**src/rtl/operand_fetch.sv**
```systemverilog
// operand_fetch: single-entry operand fetch stage. It drives one-hot read
// selects to the register array and captures the returned bitlines on accept.
// It holds one instruction for downstream under a valid/ready handshake.
// Optional build macro: OPFETCH_BYPASS_EN. When it is defined, a write-back to
// a source register in the same cycle forwards wb_data into that operand.
module operand_fetch #(
   parameter int WIDTH = 16,
   parameter int NREG  = 16,
   localparam int RW   = $clog2(NREG)
) (
   input  logic             clk,
   input  logic             rst,
   input  logic             in_valid,
   output logic             in_ready,
   input  logic [RW-1:0]    src1,
   input  logic [RW-1:0]    src2,
   input  logic [RW-1:0]    dst,
   input  logic             wb_en,
   input  logic [RW-1:0]    wb_reg,
   input  logic [WIDTH-1:0] wb_data,
   output logic [NREG-1:0]  ReadEnable1,
   output logic [NREG-1:0]  ReadEnable2,
   input  logic [WIDTH-1:0] Bitline1,
   input  logic [WIDTH-1:0] Bitline2,
   input  logic             flush,
   output logic             out_valid,
   input  logic             out_ready,
   output logic [WIDTH-1:0] out_op1,
   output logic [WIDTH-1:0] out_op2,
   output logic [RW-1:0]    out_dst
);

   typedef enum logic {EMPTY = 1'b0, FULL = 1'b1} state_t;

   typedef struct packed {
      logic [WIDTH-1:0] op1;
      logic [WIDTH-1:0] op2;
      logic [RW-1:0]    dst;
   } slot_t;

   localparam logic [NREG-1:0] ONE = {{(NREG-1){1'b0}}, 1'b1};

   state_t state, nstate;
   slot_t  slot, slot_nxt;
   logic   accept;

`ifdef OPFETCH_BYPASS_EN
   logic byp1, byp2;
   // Forward write-back data into each source port independently
   always_comb begin
      byp1 = wb_en && (wb_reg == src1);
      byp2 = wb_en && (wb_reg == src2);
      slot_nxt.op1 = byp1 ? wb_data : Bitline1;
      slot_nxt.op2 = byp2 ? wb_data : Bitline2;
      slot_nxt.dst = dst;
   end
`else
   // The write-back port is not used here. Upstream never reads a register
   // that is being written in the same cycle.
   logic unused_wb;
   assign unused_wb = ^{wb_en, wb_reg, wb_data};

   // Operands come straight from the register array bitlines
   always_comb begin
      slot_nxt.op1 = Bitline1;
      slot_nxt.op2 = Bitline2;
      slot_nxt.dst = dst;
   end
`endif

   // Handshake, read selects and next state. Flush overrides everything.
   // In reset the stage takes nothing, so the read selects stay quiet.
   always_comb begin
      in_ready    = rst && !flush && (state == EMPTY || out_ready);
      accept      = in_valid && in_ready;
      ReadEnable1 = '0;
      ReadEnable2 = '0;
      nstate      = state;
      if (accept) begin
         ReadEnable1 = ONE << src1;
         ReadEnable2 = ONE << src2;
      end
      if (flush)                          nstate = EMPTY;
      else if (accept)                    nstate = FULL;
      else if (state == FULL && out_ready) nstate = EMPTY;
   end

   // State register
   always_ff @(posedge clk or negedge rst) begin
      if (!rst) state <= EMPTY;
      else      state <= nstate;
   end

   // Capture the operands on accept. Otherwise keep the last value.
   always_ff @(posedge clk or negedge rst) begin
      if (!rst)        slot <= '0;
      else if (accept) slot <= slot_nxt;
   end

   assign out_valid = (state == FULL);
   assign out_op1   = slot.op1;
   assign out_op2   = slot.op2;
   assign out_dst   = slot.dst;

endmodule

```
**config.mk**
```make
export PLATFORM = sky130hd
export DESIGN_NAME = operand_fetch
export DESIGN_NICKNAME = d
export VERILOG_FILES = /design/src/rtl/operand_fetch.sv
export SDC_FILE = /design/constraint.sdc
export NUM_CORES = 1
export LEC_CHECK = 0
export CORE_ASPECT_RATIO = 0.7
export CORE_MARGIN = 5
export CORE_UTILIZATION = 33
export DETAILED_ROUTE_END_ITERATION = 12
export PLACE_DENSITY = 0.81
export SYNTH_ARGS = -nofsm -noshare
export SYNTH_HDL_FRONTEND = slang
export SYNTH_SLANG_ARGS = --single-unit
```
**constraint.sdc**
```tcl
create_clock -name clk -period 1.6 [get_ports clk]
set_clock_uncertainty 0.2 [all_clocks]
set_input_delay 0.32 -clock clk [delete_from_list [all_inputs] [get_ports clk]]
set_output_delay 0.32 -clock clk [all_outputs]
set_load 0.02 [all_outputs]
```
==> reports/metrics.csv, run 1 <==
stage,metric,value,unit
run_status,status,finished with violations,
run_status,failing checks,negative setup slack,
placement,port bufs,118,
yosys,most common cell in the netlist,dfrtp_1,
power,Pleak,1.84,nW
sta,RSZ-0062 raised after global routing,yes,
cts,TritonCTS Buffers,5,
layout,Multi-input gate area,1230,um2
route,DRT iter0 DRCs,22,
power,PwrDens,794,nW/um2
yosys,Synth area leader,dfrtp_1,
route,via count,1670,
layout,Layout area overhead,113,%
floorplanning,die width,98.5,um
yosys,synthesized area,1810,um2
layout,share of layout cells above drive strength 1,53.8,%
cts,clk_lat worst skew,0.29,ns
route,Total Wirelength,6400,um
setup_path,R2R Setup Slk,-0.11,ns
sta,"Min Clock Period, post-route",2.11,ns
route,DRC,0,
yosys,Post-synth EDFFs,0,
cts,H-tree levels,2,
sta,final-report setup violation count,69,
yosys,fraction of registers with async set/reset,100,%
global_routing,initial antenna violation count,0,
setup_path,largest fanout on the critical path,4,
sta,final hold violation count,0,
cts,clock buffer depth,2,
global_routing,first-pass GRT wire length,9960,um
yosys,Cells after Synth,133,
placement,DP Area,3670,um2
power,peak supply drop,0.551,mV
floorplanning,Core ar.,5290,um2
layout,final core utilization,72.7,%
yosys,top post-synthesis cells by area,"dfrtp_1 51%, mux2_4 17%, mux2_2 9.3%",
route,Avg Vias per Cell,4.66,
yosys,Seq cells post-synth,37,
setup_path,RR Startpoint,out_valid,
floorplanning,num rows,22,
placement,hpwl dp,4870,um
floorplanning,Die ar.,7080,um2
yosys,ys flop type,dfrtp_1,
sta,Slew Limit Fails,0,
setup_path,Reg2Reg Depth,6,
global_routing,largest net degree at the start of global routing,38,
yosys,warnings from Yosys,0,
setup_path,crit path DAT,1.59,ns
sta,Max transition margin,69.6,%
yosys,post-synth top area share,51.2,%
route,Pre-antenna DRT Iters,4,
yosys,"top cells by count, synth","37 x dfrtp_1, 21 x mux2_4, 15 x mux2_2, 13 x nor3_1, 10 x nor4_1",
floorplanning,Initial Utilization,34.2,%
floorplanning,Die Y,71.9,um
floorplanning,I/O pins,140,
layout,fillers,397,
cts,Worst-path clk slew,0.07,ns
global_routing,vias in the first global route,1832,
setup_path,worst path required time,1.08,ns
yosys,Synth cell types,20,
yosys,Synth Area per Inst,13.6,um2
sta,hold slack,0.199,ns
setup_path,Reg-to-Reg End,out_op1[5],
cts,CTS tree,yes,
yosys,"Seq/Total Area, Yosys",51.2,%
yosys,syn nets,203,
layout,nets@finish,355,
layout,antenna cells,0,
layout,register area,927,um2
cts,CTS Root Buffer Type,clkbuf_8,
setup_path,Worst Setup End Kind,output port,
run,maxcap violations,0,
sta,fmax,0.475,GHz
layout,Layout Cell Area excl Fill,3840,um2
placement,gp weighted congestion,0.757,
global_routing,grt total ovfl,0,
setup_path,Critical path origin,out_valid,
global_routing,Global Route Usage Sum,18.1,%
setup_path,WS Path Type,reg2out,
setup_path,Setup crit end,ReadEnable2[2],
setup_path,critical path launch point type,flip-flop,
route,Post-DRT Antenna Nets,0,
sta,Slew @ Worst Pin,0.455,ns
sta,period utilisation layout,132,%
route,WL per Instance,17.9,um
worst_hold_path,Hold Path Class,in2reg,
cts,clk sink count,37,
sta,post-route worst setup slack,-0.505,ns
final cells by class:
type,count,share of cell area [%]
flip-flops and latches,37,24.1
multi-input cells,87,32.0
repair buffers,154,39.2
well taps,72,2.34
clock buffers,8,2.34
where the power goes:
group          switching, mW  internal, mW  total, mW
Combinational          0.581         0.589       1.17
Sequential            0.0929          1.12       1.22
Clock                  0.313         0.351      0.664
Total                  0.987          2.06       3.05
critical path, stage by stage, from the launching register on:
cell,delay [ns]
dfrtp_2,0.43
nand2b_4,0.09
nand3_4,0.13
buf_12,0.17
buf_16,0.13
nor4_4,0.15
buf_4,0.19
through the flow:
step	setup slack [ns]	total power, mW	instances	setup TNS (ns)
floorplan	-0.228	1.86	133	-3.68
global placement	-1.04	2.50	344	-48.09
detailed placement	-1.08	2.52	344	-49.40
CTS	-0.544	3.08	356	-17.41
global route	-0.581	3.19	358	-20.92
finish	-0.505	3.05	358	-16.45
flip-flops by register name, indices dropped and copies added (netlist names):
| signal | flops |
|---|---|
| out_op2 | 16 |
| out_valid | 1 |
| out_dst | 4 |
| out_op1 | 16 |
cell usage in the layout, fill, tap and decap left out, types with 2 or more instances in the layout:
cell | Yosys | final
buf_12 | 0 | 6
buf_2 | 3 | 2
buf_4 | 0 | 35
buf_6 | 5 | 24
buf_8 | 0 | 2
clkbuf_1 | 1 | 2
clkbuf_8 | 0 | 6
clkdlybuf4s50_1 | 0 | 36
dfrtp_1 | 37 | 36
dlygate4sd2_1 | 0 | 46
mux2_2 | 15 | 15
mux2_4 | 21 | 21
nand2_1 | 4 | 3
nand2b_1 | 7 | 4
nand2b_4 | 0 | 3
nor2_4 | 0 | 4
nor2b_2 | 1 | 2
nor3_4 | 0 | 13
nor4_4 | 0 | 10
nor4b_4 | 0 | 5
kinds of logic after synthesis:
family,synth area share [%]
and+or+nand+nor,17.6
muxes,26.8
DFF,51.2
AOI/OAI and AO/OA,0.277
buffers and inverters,4.15
metal layers:
metal	GRT usage, %	vias up	share of wire, %
li1	-	791	-
met1	22.8	834	41
met2	33.0	36	54
met3	3.17	9	3.1
met4	3.64	0	1.0
met5	0	-	0
timing repair:
action | 4_1_cts | 5_1_grt
setup endpoints to repair | 106 | 69
resized for setup | 249 | 5
hold buffers | 1 | 0
cloned | 2 | 0
buffers inserted | 3 | 4
hold endpoints to repair | 37 | 0
pin swaps | 8 | 5
worst min-delay path by stage:
stage | from | end | slack (ns) | depth (start not counted)
4_1_cts | flush | out_valid | 0.19 | 2
3_5_place_dp | rst | out_op2[13] | 0.22 | 2
5_1_grt | flush | out_valid | 0.20 | 2
2_1_floorplan | rst | out_dst[0] | -0.18 | 0
3_3_place_gp | rst | out_op2[3] | 0.23 | 2
6_report | flush | out_valid | 0.20 | 2
Power figures use the tool's default switching activity.
==> inputs of run 2 (changes only) <==
Settings changed: CAP_MARGIN set to 20, RECOVER_POWER set to 25.
==> run 2 against run 1 <==
Net effect:
- die area stayed put
- combinational power hardly changed
- clock power hardly changed
- setup slack worse by 0.0014 ns
- largest cell class unchanged
- sequential share of layout area stayed put
- non-clock buffer count stayed put
- largest power group unchanged
- critical path depth stayed put
- via count hardly changed
- total power hardly changed
- the flow still finishes with violations (negative setup slack)
- hold slack hardly changed
- critical path type unchanged
- global-route usage stayed put
- count of clock-buffer cells in the layout stayed put
==> reports/metrics.csv, run 2 (same netlist as run 1, synthesis figures left out) <==
stage,metric,value,unit,change
route,Pre-antenna DRT Iters,4,,unchanged
setup_path,crit path DAT,1.59,ns,about the same
sta,Slew Limit Fails,0,,unchanged
run_status,status,finished with violations,,
cts,clk sink count,37,,unchanged
setup_path,Reg-to-Reg End,out_op1[5],,
setup_path,RR Startpoint,out_valid,,
floorplanning,Die ar.,7080,um2,unchanged
run_status,failing checks,negative setup slack,,
layout,"most common cell after layout, fill and taps aside",dlygate4sd2_1,,
global_routing,initial antenna violation count,0,,unchanged
placement,gp weighted congestion,0.757,,unchanged
power,peak supply drop,0.551,mV,about the same
placement,hpwl dp,4870,um,unchanged
layout,Multi-input gate area,1230,um2,unchanged
worst_hold_path,hold depth,2,,unchanged
setup_path,R2R Setup Slk,-0.11,ns,about the same
setup_path,largest fanout on the critical path,4,,unchanged
floorplanning,I/O pins,140,,unchanged
layout,antenna cells,0,,unchanged
setup_path,worst path bufs/invs,3,,unchanged
cts,CTS tree,yes,,
route,WL per Instance,17.9,um,+0.31%
floorplanning,die width,98.5,um,unchanged
floorplanning,Initial Utilization,34.2,%,unchanged
cts,clk_lat worst skew,0.29,ns,about the same
placement,port bufs,118,,unchanged
layout,register area,927,um2,unchanged
route,via count,1669,,-0.060%
floorplanning,num rows,22,,unchanged
sta,final hold violation count,0,,unchanged
sta,Slew @ Worst Pin,0.497,ns,+0.0412 ns
global_routing,grt total ovfl,0,,unchanged
route,Total Wirelength,6420,um,+0.31%
sta,setup TNS,-16.56,ns,-0.114 ns
cts,TritonCTS Buffers,5,,unchanged
layout,Layout area overhead,113,%,unchanged
sta,"Min Clock Period, post-route",2.11,ns,+0.00144 ns
layout,fillers,397,,unchanged
route,DRT iter0 DRCs,23,,+4.5%
sta,fmax,0.475,GHz,about the same
sta,RSZ-0062 raised after global routing,yes,,
layout,"commonest non-fill, non-tap cells in the layout","46 x dlygate4sd2_1, 36 x clkdlybuf4s50_1, 36 x dfrtp_1, 34 x buf_4, 24 x buf_6",,
setup_path,worst path required time,1.08,ns,about the same
run,maxcap violations,0,,unchanged
setup_path,crit-path cells,nand2b_4 -> nand3_4 -> buf_12 -> buf_16 -> nor4_4 -> buf_4,,
sta,post-route worst setup slack,-0.507,ns,-0.00144 ns
cts,clock buffer depth,2,,unchanged
global_routing,Global Route Usage Sum,18.1,%,unchanged
power,Pleak,1.84,nW,about the same
cts,H-tree levels,2,,unchanged
layout,share of layout cells above drive strength 1,53.8,%,unchanged
floorplanning,Die Y,71.9,um,unchanged
sta,period utilisation layout,132,%,about the same
sta,Max transition margin,66.9,%,-2.7 points
setup_path,critical path's largest stage delay,0.43,ns,about the same
route,DRC,0,,unchanged
route,Post-DRT Antenna Nets,0,,unchanged
worst_hold_path,Hold Path Class,in2reg,,
worst_hold_path,start point of the worst hold path,flush,,
global_routing,first-pass GRT wire length,9960,um,unchanged
setup_path,critical path's slowest cell,dfrtp_2,,
placement,Post-Place Setup Slack,-1.08,ns,unchanged
route,Avg Vias per Cell,4.66,,about the same
setup_path,Reg2Reg Depth,6,,unchanged
global_routing,largest net degree at the start of global routing,38,,unchanged
setup_path,critical path launch point type,flip-flop,,
worst_hold_path,Hold Path End,out_valid,,
setup_path,WS Path Type,reg2out,,
layout,nets@finish,355,,unchanged
power,PwrDens,794,nW/um2,about the same
setup_path,Top delay family on crit path,buffers and inverters,,
power,"Power, Total",3.05,mW,about the same
global_routing,vias in the first global route,1832,,unchanged
floorplanning,Core ar.,5290,um2,unchanged
cts,CTS Root Buffer Type,clkbuf_8,,
cts,Worst-path clk slew,0.07,ns,about the same
sta,final-report setup violation count,69,,unchanged
setup_path,Worst Setup End Kind,output port,,
run 2: cell types whose count changed in the layout (fill, tap and decap cells not counted), sizes merged:
cell / before / now
buf: 70 / 69
clkbuf: 8 / 9
run 2: final cells by class:
cell class                 instances  share of cell area (%)
clock buffer                       8                    2.34
multi-input combinational         87                    32.0
sequential                        37                    24.1
tap                               72                    2.34
timing repair buffer             154                    39.2
run 2: layer usage:
layer / global-route usage (%) / vias up / wire length [um]
li1: - / 791 / -
met1: 22.8 / 835 / 2690
met2: 33.0 / 34 / 3480
met3: 3.17 / 9 / 184
met4: 3.64 / 0 / 64
met5: 0 / - / 0
run 2: what timing repair did:
| item | 4_1_cts | 5_1_grt |
|---|---|---|
| setup endpoints to repair | 106 | 69 |
| pin swaps | 8 | 5 |
| hold buffers | 1 | 0 |
| resized for setup | 249 | 5 |
| hold endpoints to repair | 37 | 0 |
| gates cloned | 2 | 0 |
| setup buffers | 3 | 4 |
run 2: worst max path at each step:
stage / slack (ns) / cells past startpoint / startpoint / to
finish: -0.51 / 6 / out_valid / ReadEnable2[2]
global route: -0.58 / 7 / flush / ReadEnable2[10]
CTS: -0.54 / 6 / out_valid / ReadEnable2[7]
detailed placement: -1.08 / 6 / flush / ReadEnable2[12]
global placement: -1.04 / 6 / flush / ReadEnable2[12]
floorplan: -0.23 / 5 / out_valid / ReadEnable2[12]
run 2: worst register-to-register path: stages, from the launching register on:
cell and delay, ns:
dfrtp_2 0.43, nand2b_4 0.09, nand3_4 0.14, buf_12 0.17
buf_12 0.14, buf_8 0.14, mux2_4 0.29
run 2: power by group:
group / switching, mW / leakage [nW] / total, mW / internal, mW
Sequential: 0.0930 / 0.438 / 1.22 / 1.12
Clock: 0.313 / 0.0455 / 0.664 / 0.351
Combinational: 0.582 / 1.35 / 1.17 / 0.589
Total: 0.988 / 1.84 / 3.05 / 2.06
run 2: stage by stage:
step / hold slack [ns] / cell area (um2) / utilization [%] / std cells
after floorplan: -0.176 / 2240 / - / 133
after global placement: 0.232 / 3670 / 69.4 / 344
after detailed placement: 0.222 / 3670 / 69.4 / 344
after CTS: 0.187 / 3820 / 72.4 / 356
after global routing: 0.201 / 3840 / 72.7 / 358
final: 0.199 / 3840 / 72.7 / 358
